<file path="src/rtl/rpn_pkg.sv">
// Shared definitions for the RPN calculator datapath: sequencer states,
// error codes and the opcode map shared with the ALU and token decoder.
package rpn_pkg;

    typedef logic [2:0] rpn_state_t;

    localparam rpn_state_t ST_IDLE = 3'd0;
    localparam rpn_state_t ST_POP  = 3'd1;
    localparam rpn_state_t ST_EXEC = 3'd2;
    localparam rpn_state_t ST_WAIT = 3'd3;
    localparam rpn_state_t ST_PUSH = 3'd4;
    localparam rpn_state_t ST_DONE = 3'd5;
    localparam rpn_state_t ST_FAIL = 3'd6;

    localparam logic [1:0] ERR_NONE      = 2'd0;
    localparam logic [1:0] ERR_UNDERFLOW = 2'd1;
    localparam logic [1:0] ERR_ARITY     = 2'd2;
    localparam logic [1:0] ERR_ALU       = 2'd3;

    localparam logic [3:0] OP_ADD = 4'd0;
    localparam logic [3:0] OP_SUB = 4'd1;
    localparam logic [3:0] OP_MUL = 4'd2;
    localparam logic [3:0] OP_DIV = 4'd3;

endpackage

</file>
<file path="src/rtl/rpn_operand_buffer.sv">
// Operand register file: one DATA_W slot per possible argument, indexed
// write from the pop path, cleared on every accepted operator.
module rpn_operand_buffer #(
    parameter int DATA_W   = 32,
    parameter int MAX_ARGS = 2,
    parameter int ARG_W    = 2
) (
    input  logic                       clk,
    input  logic                       rst_n,
    input  logic                       clr,
    input  logic                       wr_en,
    input  logic [ARG_W-1:0]           wr_idx,
    input  logic [DATA_W-1:0]          wr_data,
    output logic [MAX_ARGS*DATA_W-1:0] rd_bus
);

    for (genvar gi = 0; gi < MAX_ARGS; gi++) begin : g_slot
        logic [DATA_W-1:0] slot_r;

        // Slot storage: clear on accept so unused slices read as zero
        always_ff @(posedge clk or negedge rst_n) begin
            if (!rst_n) begin
                slot_r <= {DATA_W{1'b0}};
            end else if (clr) begin
                slot_r <= {DATA_W{1'b0}};
            end else if (wr_en && (wr_idx == ARG_W'(gi))) begin
                slot_r <= wr_data;
            end else begin
                slot_r <= slot_r;
            end
        end

        assign rd_bus[gi*DATA_W +: DATA_W] = slot_r;
    end

endmodule

</file>
<file path="src/rtl/rpn_op_sequencer.sv">
// RPN operator sequencer: checks arity/stack depth, pops operands, runs the
// multi-cycle ALU, pushes the result and reports completion or an error.
module rpn_op_sequencer
    import rpn_pkg::*;
#(
    parameter int DATA_W   = 32,
    parameter int MAX_ARGS = 2,
    parameter int ARG_W    = 2,
    parameter int DEPTH_W  = 5,
    parameter int OP_W     = 4
) (
    input  logic                       clk,
    input  logic                       rst_n,
    input  logic                       op_valid,
    output logic                       op_ready,
    input  logic [OP_W-1:0]            op_code,
    input  logic [ARG_W-1:0]           arg_cnt,
    input  logic [DEPTH_W-1:0]         stack_depth,
    output logic                       pop_req,
    input  logic                       pop_ack,
    input  logic [DATA_W-1:0]          pop_data,
    output logic                       alu_start,
    output logic [OP_W-1:0]            alu_op,
    output logic [MAX_ARGS*DATA_W-1:0] alu_operands,
    input  logic                       alu_done,
    input  logic [DATA_W-1:0]          alu_result,
    input  logic                       alu_err,
    output logic                       push_req,
    output logic [DATA_W-1:0]          push_data,
    input  logic                       push_ack,
    output logic [ARG_W-1:0]           pop_cnt,
    output logic                       ans_ready,
    output logic                       err,
    output logic [1:0]                 err_code
);

    localparam int CMP_W = (DEPTH_W > ARG_W) ? DEPTH_W : ARG_W;

    rpn_state_t          state_r;
    rpn_state_t          state_n_s;
    logic                accept_s;
    logic                err_wr_s;
    logic [1:0]          err_val_s;
    logic                pop_fire_s;
    logic                alu_ok_s;
    logic [ARG_W-1:0]    wr_idx_s;
    logic [ARG_W-1:0]    arity_r;
    logic [ARG_W-1:0]    pop_cnt_r;
    logic [OP_W-1:0]     alu_op_r;
    logic [DATA_W-1:0]   push_data_r;
    logic [1:0]          err_code_r;
    logic                op_ready_r;
    logic                pop_req_r;
    logic                alu_start_r;
    logic                push_req_r;
    logic                ans_ready_r;
    logic                err_r;

    // First pop is top of stack and lands in the highest used slice
    assign wr_idx_s = arity_r - pop_cnt_r - ARG_W'(1);

    // Next-state and datapath strobes
    always_comb begin
        state_n_s  = state_r;
        accept_s   = 1'b0;
        err_wr_s   = 1'b0;
        err_val_s  = ERR_NONE;
        pop_fire_s = 1'b0;
        alu_ok_s   = 1'b0;
        case (state_r)
            ST_IDLE: begin
                if (op_valid && op_ready_r) begin
                    accept_s = 1'b1;
                    err_wr_s = 1'b1;
                    if (arg_cnt > ARG_W'(MAX_ARGS)) begin
                        state_n_s = ST_FAIL;
                        err_val_s = ERR_ARITY;
                    end else if (CMP_W'(stack_depth) < CMP_W'(arg_cnt)) begin
                        state_n_s = ST_FAIL;
                        err_val_s = ERR_UNDERFLOW;
                    end else if (arg_cnt == {ARG_W{1'b0}}) begin
                        state_n_s = ST_EXEC;
                    end else begin
                        state_n_s = ST_POP;
                    end
                end else begin
                    state_n_s = ST_IDLE;
                end
            end
            ST_POP: begin
                if (pop_ack) begin
                    pop_fire_s = 1'b1;
                    if ((pop_cnt_r + ARG_W'(1)) == arity_r) begin
                        state_n_s = ST_EXEC;
                    end else begin
                        state_n_s = ST_POP;
                    end
                end else begin
                    state_n_s = ST_POP;
                end
            end
            ST_EXEC: state_n_s = ST_WAIT;
            ST_WAIT: begin
                if (alu_done && alu_err) begin
                    state_n_s = ST_FAIL;
                    err_wr_s  = 1'b1;
                    err_val_s = ERR_ALU;
                end else if (alu_done) begin
                    state_n_s = ST_PUSH;
                    alu_ok_s  = 1'b1;
                end else begin
                    state_n_s = ST_WAIT;
                end
            end
            ST_PUSH: begin
                if (push_ack) begin
                    state_n_s = ST_DONE;
                end else begin
                    state_n_s = ST_PUSH;
                end
            end
            ST_DONE: state_n_s = ST_IDLE;
            ST_FAIL: state_n_s = ST_IDLE;
            default: state_n_s = ST_IDLE;
        endcase
    end

    // State register and Moore-style handshake outputs, registered from next state
    always_ff @(posedge clk or negedge rst_n) begin
        if (!rst_n) begin
            state_r     <= ST_IDLE;
            op_ready_r  <= 1'b1;
            pop_req_r   <= 1'b0;
            alu_start_r <= 1'b0;
            push_req_r  <= 1'b0;
            ans_ready_r <= 1'b0;
            err_r       <= 1'b0;
        end else begin
            state_r     <= state_n_s;
            op_ready_r  <= (state_n_s == ST_IDLE);
            pop_req_r   <= (state_n_s == ST_POP);
            alu_start_r <= (state_n_s == ST_EXEC);
            push_req_r  <= (state_n_s == ST_PUSH);
            ans_ready_r <= (state_n_s == ST_DONE);
            err_r       <= (state_n_s == ST_FAIL);
        end
    end

    // Per-operator context: opcode, arity, pop count, error code, result
    always_ff @(posedge clk or negedge rst_n) begin
        if (!rst_n) begin
            alu_op_r    <= {OP_W{1'b0}};
            arity_r     <= {ARG_W{1'b0}};
            pop_cnt_r   <= {ARG_W{1'b0}};
            err_code_r  <= ERR_NONE;
            push_data_r <= {DATA_W{1'b0}};
        end else begin
            if (accept_s) begin
                alu_op_r  <= op_code;
                arity_r   <= arg_cnt;
                pop_cnt_r <= {ARG_W{1'b0}};
            end else if (pop_fire_s) begin
                pop_cnt_r <= pop_cnt_r + ARG_W'(1);
            end else begin
                pop_cnt_r <= pop_cnt_r;
            end
            if (err_wr_s) begin
                err_code_r <= err_val_s;
            end else begin
                err_code_r <= err_code_r;
            end
            if (alu_ok_s) begin
                push_data_r <= alu_result;
            end else begin
                push_data_r <= push_data_r;
            end
        end
    end

    rpn_operand_buffer #(
        .DATA_W   (DATA_W),
        .MAX_ARGS (MAX_ARGS),
        .ARG_W    (ARG_W)
    ) u_operand_buffer (
        .clk     (clk),
        .rst_n   (rst_n),
        .clr     (accept_s),
        .wr_en   (pop_fire_s),
        .wr_idx  (wr_idx_s),
        .wr_data (pop_data),
        .rd_bus  (alu_operands)
    );

    assign op_ready  = op_ready_r;
    assign pop_req   = pop_req_r;
    assign alu_start = alu_start_r;
    assign alu_op    = alu_op_r;
    assign push_req  = push_req_r;
    assign push_data = push_data_r;
    assign pop_cnt   = pop_cnt_r;
    assign ans_ready = ans_ready_r;
    assign err       = err_r;
    assign err_code  = err_code_r;

endmodule
</file>
<file path="config.mk">
export PLATFORM = sky130hd
export DESIGN_NAME = rpn_op_sequencer
export DESIGN_NICKNAME = d
export VERILOG_FILES = /design/src/rtl/rpn_pkg.sv /design/src/rtl/rpn_operand_buffer.sv /design/src/rtl/rpn_op_sequencer.sv
export SDC_FILE = /design/constraint.sdc
export NUM_CORES = 1
export LEC_CHECK = 0
export CAP_MARGIN = 20
export CELL_PAD_IN_SITES_DETAIL_PLACEMENT = 1
export CELL_PAD_IN_SITES_GLOBAL_PLACEMENT = 1
export CORE_UTILIZATION = 31
export DETAILED_ROUTE_END_ITERATION = 8
export GPL_TIMING_DRIVEN = 0
export PLACE_DENSITY = 0.75
export SETUP_SLACK_MARGIN = 0.02
export SLEW_MARGIN = 20
export SYNTH_ARGS = -nofsm -noshare
export SYNTH_HDL_FRONTEND = slang
export SYNTH_HIERARCHICAL = 1
export SYNTH_SLANG_ARGS = --single-unit
</file>
<file path="constraint.sdc">
create_clock -name clk -period 1.5 [get_ports clk]
set_input_delay 0.375 -clock clk [delete_from_list [all_inputs] [get_ports clk]]
set_output_delay 0.375 -clock clk [all_outputs]
set_load 0.02 [all_outputs]
</file>
# After elaboration in Yosys (flattened, before gate mapping)
# Cells that the tools add are included.
# totals
register_bits	115
inputBits	82
output_inout_bits	110
word_cells	71
# classes
add_sub_neg	3
magnitude_cmp	2
eq_ne	11
mux	30
n_reduce_logical	11
# ops
cell	count
two-way mux 32 bit	4
two-way mux 3 bit	6
one-hot mux 3 bit (5 select lines)	1
two-way mux 2 bit	7
== test 3 bit (second input constant)	4
two-way mux 1 bit	10
== test 3 x 2 -> 1 bit (second input constant)	3
== test 3 x 1 -> 1 bit (second input constant)	2
logical NOT 3 bit	2
nonzero test 2 bit	3
less-than comparator 5 x 2 -> 1 bit	1
logical AND 1 bit	4
logical NOT 2 bit	2
one-hot mux 2 bit (2 select lines)	1
adder 2 x 1 -> 2 bit (second input constant)	1
== test 2 x 1 -> 1 bit (second input constant)	1
== test 2 bit	1
greater-than comparator 2 bit (second input constant)	1
one-hot mux 1 bit (2 select lines)	1
subtractor 2 x 1 -> 2 bit (second input constant)	1
subtractor 2 bit	1

# Depth between registers and ports, before layout
# depth
ltp_word	7
depth_mapped	7
ltp_nobuf	6

# Cells and area by module
# The synthesis kept the hierarchy.
# modules_own_cells
mod	instances	cells_per_inst	area_per_inst_um2	seq_area_each_um2
rpn_operand_buffer	1	246	2996.6	1601.5
rpn_op_sequencer	1	166	2190.9	1277.5

# Worst setup path before layout
# Ideal clock, no wire load.
# synth_path
path_kind	register -> register
from	reg pop_cnt_r[0] (netlist: pop_cnt[0])
to	reg u_operand_buffer.g_slot[1].slot_r[10]
setup_ns	0.079
t_arrival_ns	1.660
t_required_ns	1.421
path_slack_ns	-0.239
stages_incl_launch_ff	8
n_path_buf	2
period_less_slack_ns	1.739
cell_sequence	dfrtp_1 inv_1 ha_1 xnor2_1 nand3b_1 buf_2 buf_6 mux2i_1
# synth_between
elab_chain_len	5
# synth_rtl
item	line	text
from (decl)	rpn_op_sequencer.sv:48	logic [ARG_W-1:0] pop_cnt_r;
from (signal assigned)	rpn_op_sequencer.sv:154	pop_cnt_r <= {ARG_W{1'b0}};
from (signal assigned)	rpn_op_sequencer.sv:161	pop_cnt_r <= {ARG_W{1'b0}};
from (signal assigned)	rpn_op_sequencer.sv:163	pop_cnt_r <= pop_cnt_r + ARG_W'(1);
subtractor 2 bit	rpn_op_sequencer.sv:60	assign wr_idx_s = arity_r - pop_cnt_r - ARG_W'(1);
subtractor 2 x 1 -> 2 bit	rpn_op_sequencer.sv:60	
named net wr_idx_s[1]	rpn_op_sequencer.sv:46	logic [ARG_W-1:0] wr_idx_s;
== test 2 x 1 -> 1 bit	rpn_operand_buffer.sv:26	end else if (wr_en && (wr_idx == ARG_W'(gi))) begin
logical AND 1 bit	rpn_operand_buffer.sv:26	
nonzero test 2 bit (no line)	-	
to (signal assigned)	rpn_operand_buffer.sv:25	slot_r <= {DATA_W{1'b0}};
to (signal assigned)	rpn_operand_buffer.sv:27	slot_r <= wr_data;
to (signal assigned)	rpn_operand_buffer.sv:29	slot_r <= slot_r;
to (decl)	rpn_operand_buffer.sv:18	logic [DATA_W-1:0] slot_r;
# The timed path passes the listed nets, and every way through them passes these cells.
# A chain may end at the register's enable or synchronous reset.

# Worst setup path after layout
# layout_path
from	reg state_r[2]
to	reg u_operand_buffer.g_slot[0].slot_r[16]
# layout_between
elab_chain_len	4
elab_cells_between_ends	7
cone_classes	1 x eq/ne; 3 x mux; 3 x reduce/logical
# layout_rtl
item	line	text
from (decl)	rpn_op_sequencer.sv:39	rpn_state_t state_r;
from (signal assigned)	rpn_op_sequencer.sv:139	state_r <= state_n_s;
== test 3 x 1 -> 1 bit	rpn_op_sequencer.sv:70	case (state_r)
two-way mux 1 bit	rpn_op_sequencer.sv:70	
named net pop_fire_s	rpn_op_sequencer.sv:44	logic pop_fire_s;
logical AND 1 bit	rpn_operand_buffer.sv:26	
nonzero test 2 bit (no line)	-	
to (signal assigned)	rpn_operand_buffer.sv:25	
to (signal assigned)	rpn_operand_buffer.sv:27	
to (signal assigned)	rpn_operand_buffer.sv:29	
to (decl)	rpn_operand_buffer.sv:18	
# The timed path passes the listed nets, and every way through them passes these cells.

==> metrics.txt <==
Reg clk slew, reported paths 60 ps; Starting Density 32.19%; post-DP HPWL approximately 11,000 um; Worst VDD drop 0.9081 mV; vias in the first global route 4,978; cell row count 46; Cell Pwr Density 2028 nW/um^2; worst r2r dst u_operand_buffer/g_slot[0].slot_r[16]; Worst Hold Class input pin to register; flop2flop setup slack -240 ps; DR WL/cell 20.25 um; post-route DRC violation count 0; most common cell after layout, fill and taps aside dfrtp_1; io pins 192; critical path startpoint category register; total clock buffers created by CTS 17; gr usage total 21.22%; Sink Count 115; fillcell total 1,632; CTS Buffer Depth 2; wire length of the first global-routing pass ~28,000 um; initial antenna violation count 1; Final ANT Viol Nets 0; most frequent cells in the layout dfrtp_1, nand2b_1, clkdlybuf4s50_1, mux2i_1, clkbuf_2; DP Worst Slack -734.3 ps; crit-path cells buf_6 > and4bb_2 > nor3b_4 > buf_6 > clkbuf_16 > mux2i_1; arrival time of the worst setup path about 2100 ps; Leakage 4.212 nW; Tightest Pin Transition 524.8 ps; Hold Vio Cnt, Final 0; Post-layout nets 752; Critical Path Fanout Max 7; Syn Inst Count 412; Starting DRT DRC Count 163; failing checks setup timing; minimum clock period 1738 ps; r2r startpoint state_r[2]; grt ovf 0; Netlist cell types 45; final WL about 18,000 um; Slew headroom between 60% and 70%; via count 4,228; Final setup violation count 101; DIE AREA 17,260 um^2; RePlAce Congestion approximately 0.74; Seq/Total Area, Yosys 55.50%; crit path max-delay cell type dfrtp_1; Most used DFF post-synth dfrtp_1; syn nets 496; antenna fix cells 0; largest net degree at the start of global routing between 60 and 70; CTS tree yes; Seq cells post-synth 115; die width 131.4 um; H-tree depth 4; Worst setup endpoint u_operand_buffer/g_slot[0].slot_r[16]; chip height 131.4 um; Post-synth EDFFs 0; Fmax around 580 MHz; Root Driver clkbuf_16; Worst Reg-to-Reg Cells 6; critical path's largest stage delay ~400 ps; Cell Area, Synth 5187 um^2; share of layout cells above drive strength 1 41.12%; Max Cap Violations 0; first drt pass iteration count 4; max-slew violations 0; routed vias/inst 4.713; core footprint 16,120 um^2; Tcrit/Tclk final 115.8%; CP Class register to register; yosys warns 6; Synth-to-Final Area Change 71.76%; Fin Hold WS about 460 ps; Avg Inst Size Synth 12.59 um^2; worst-skew pair later-pin latency 410 ps; status finished, violations left; crit path launch state_r[2]; skew final approximately 12 ps; Final WS setup -237.5 ps; unrepaired setup endpoints after global routing true; Worst Path Required 1820 ps; most frequent CP cell buf_6; Critical Path End Type register; # port buffers 191; Async SR Flop Fraction 100.0%
[worst max-delay path: cells and delay by family, from the launching register on]
kind          cells  cell delay [ps]
buf+inv           3              500
flops             1              400
simple gates      2              530
mux               1              210
[layer usage]
layer / GRT usage, % / part of all wire [%]
met5: 0 / 0
met1: 23.90 / 39
met2: 37.94 / 53
met3: 6.906 / 6.3
met4: 6.331 / 1.4
[through the flow]
| stage | std cells | TNS, ps | instance area (um^2) | util [%] | total power, mW |
|---|---|---|---|---|---|
| after detailed placement | 820 | -64150 | 7466 | 46.33 | 12.69 |
| after global placement | 819 | -583170 | 7437 | 46.15 | 12.37 |
| after CTS | 888 | -10620 | 8969 | 55.65 | 17.96 |
| final | 897 | -13960 | 8910 | 55.29 | 18.07 |
| after floorplan | 412 | -2770 | 5255 | - | 9.128 |
| after global routing | 897 | -19610 | 8910 | 55.29 | 18.96 |
[area by class of cell]
class / count / area (um^2) / share of cell area (%)
flip-flops and latches: 115 / 2885 / 32.38
multi-input cells: 268 / 2475 / 27.78
repair buffers: 238 / 2322 / 26.06
clock buffers: 23 / 478.0 / 5.364
plain buffers: 22 / 292.8 / 3.286
well taps: 216 / 270.3 / 3.033
clock inverters: 9 / 151.4 / 1.699
inverters: 6 / 35.03 / 0.3932
[where the power goes]
group | internal [mW] | switching, mW
logic | 4.23 | 4.30
registers | 4.37 | 0.841
clock network | 2.91 | 1.42
total | 11.5 | 6.56
[flip-flops by register name (all words and copies together), names as in the netlist]
name and flops:
state_r 3, err 1, alu_start 1, ans_ready 1, pop_cnt 2, push_req 1, u_operand_buffer/g_slot.slot_r 64, alu_op 4
pop_req 1, push_data 32, err_code 2, op_ready 1, arity_r 2
[repair_timing]
action / in CTS / in global routing
setup buffers: 30 / 11
hold buffers: 1 / 0
gates resized for setup: 380 / 102
hold endpoints to repair: 49 / 0
cloned: 5 / 3
setup endpoints to repair: 213 / 173
pin swaps: 13 / 5
[worst min-delay path by stage]
stage,start,end,slack (ps),cells after the start
3_3_place_gp,alu_op[0],alu_op[0],460,2
6_report,alu_err,err_code[0],460,3
4_1_cts,arg_cnt[1],arity_r[1],470,3
2_1_floorplan,rst_n,alu_op[0],80,0
5_1_grt,alu_err,err_code[0],460,3
3_5_place_dp,rst_n,u_operand_buffer/g_slot[0].slot_r[18],370,1
[cell families (layout without fill, tap and decap cells)]
group	Yosys count	after routing	share of synthesized area [%]
and+or+nand+nor	146	146	17.44
adders and majority gates	2	2	0.4823
DFF	115	115	55.50
buffers and inverters	29	298	3.570
AOI/OAI and AO/OA	18	18	2.436
xor gates and xnor gates	6	6	1.278
muxes	96	96	19.30
[cell usage after synthesis, types with 2 or more instances]
master,n,area [um^2]
buf_8,2,30.03
mux2_2,30,337.8
buf_6,6,67.56
ha_1,2,25.02
or3b_1,2,17.52
a21oi_1,5,25.02
nand2_1,24,90.09
mux2i_1,64,640.6
inv_1,5,18.77
nand3_1,2,10.01
nor2_1,4,15.01
dfrtp_1,114,2853
and3_1,3,18.77
a21o_1,2,15.01
buf_2,4,20.02
a211o_1,2,17.52
nor2b_1,4,25.02
nand2b_1,96,600.6
xnor2_1,2,17.52
clkbuf_1,10,37.54
xor2_1,3,26.28
mux2_1,2,22.52
o21ai_0,2,10.01
No activity file was read; power rests on OpenSTA's default activity.
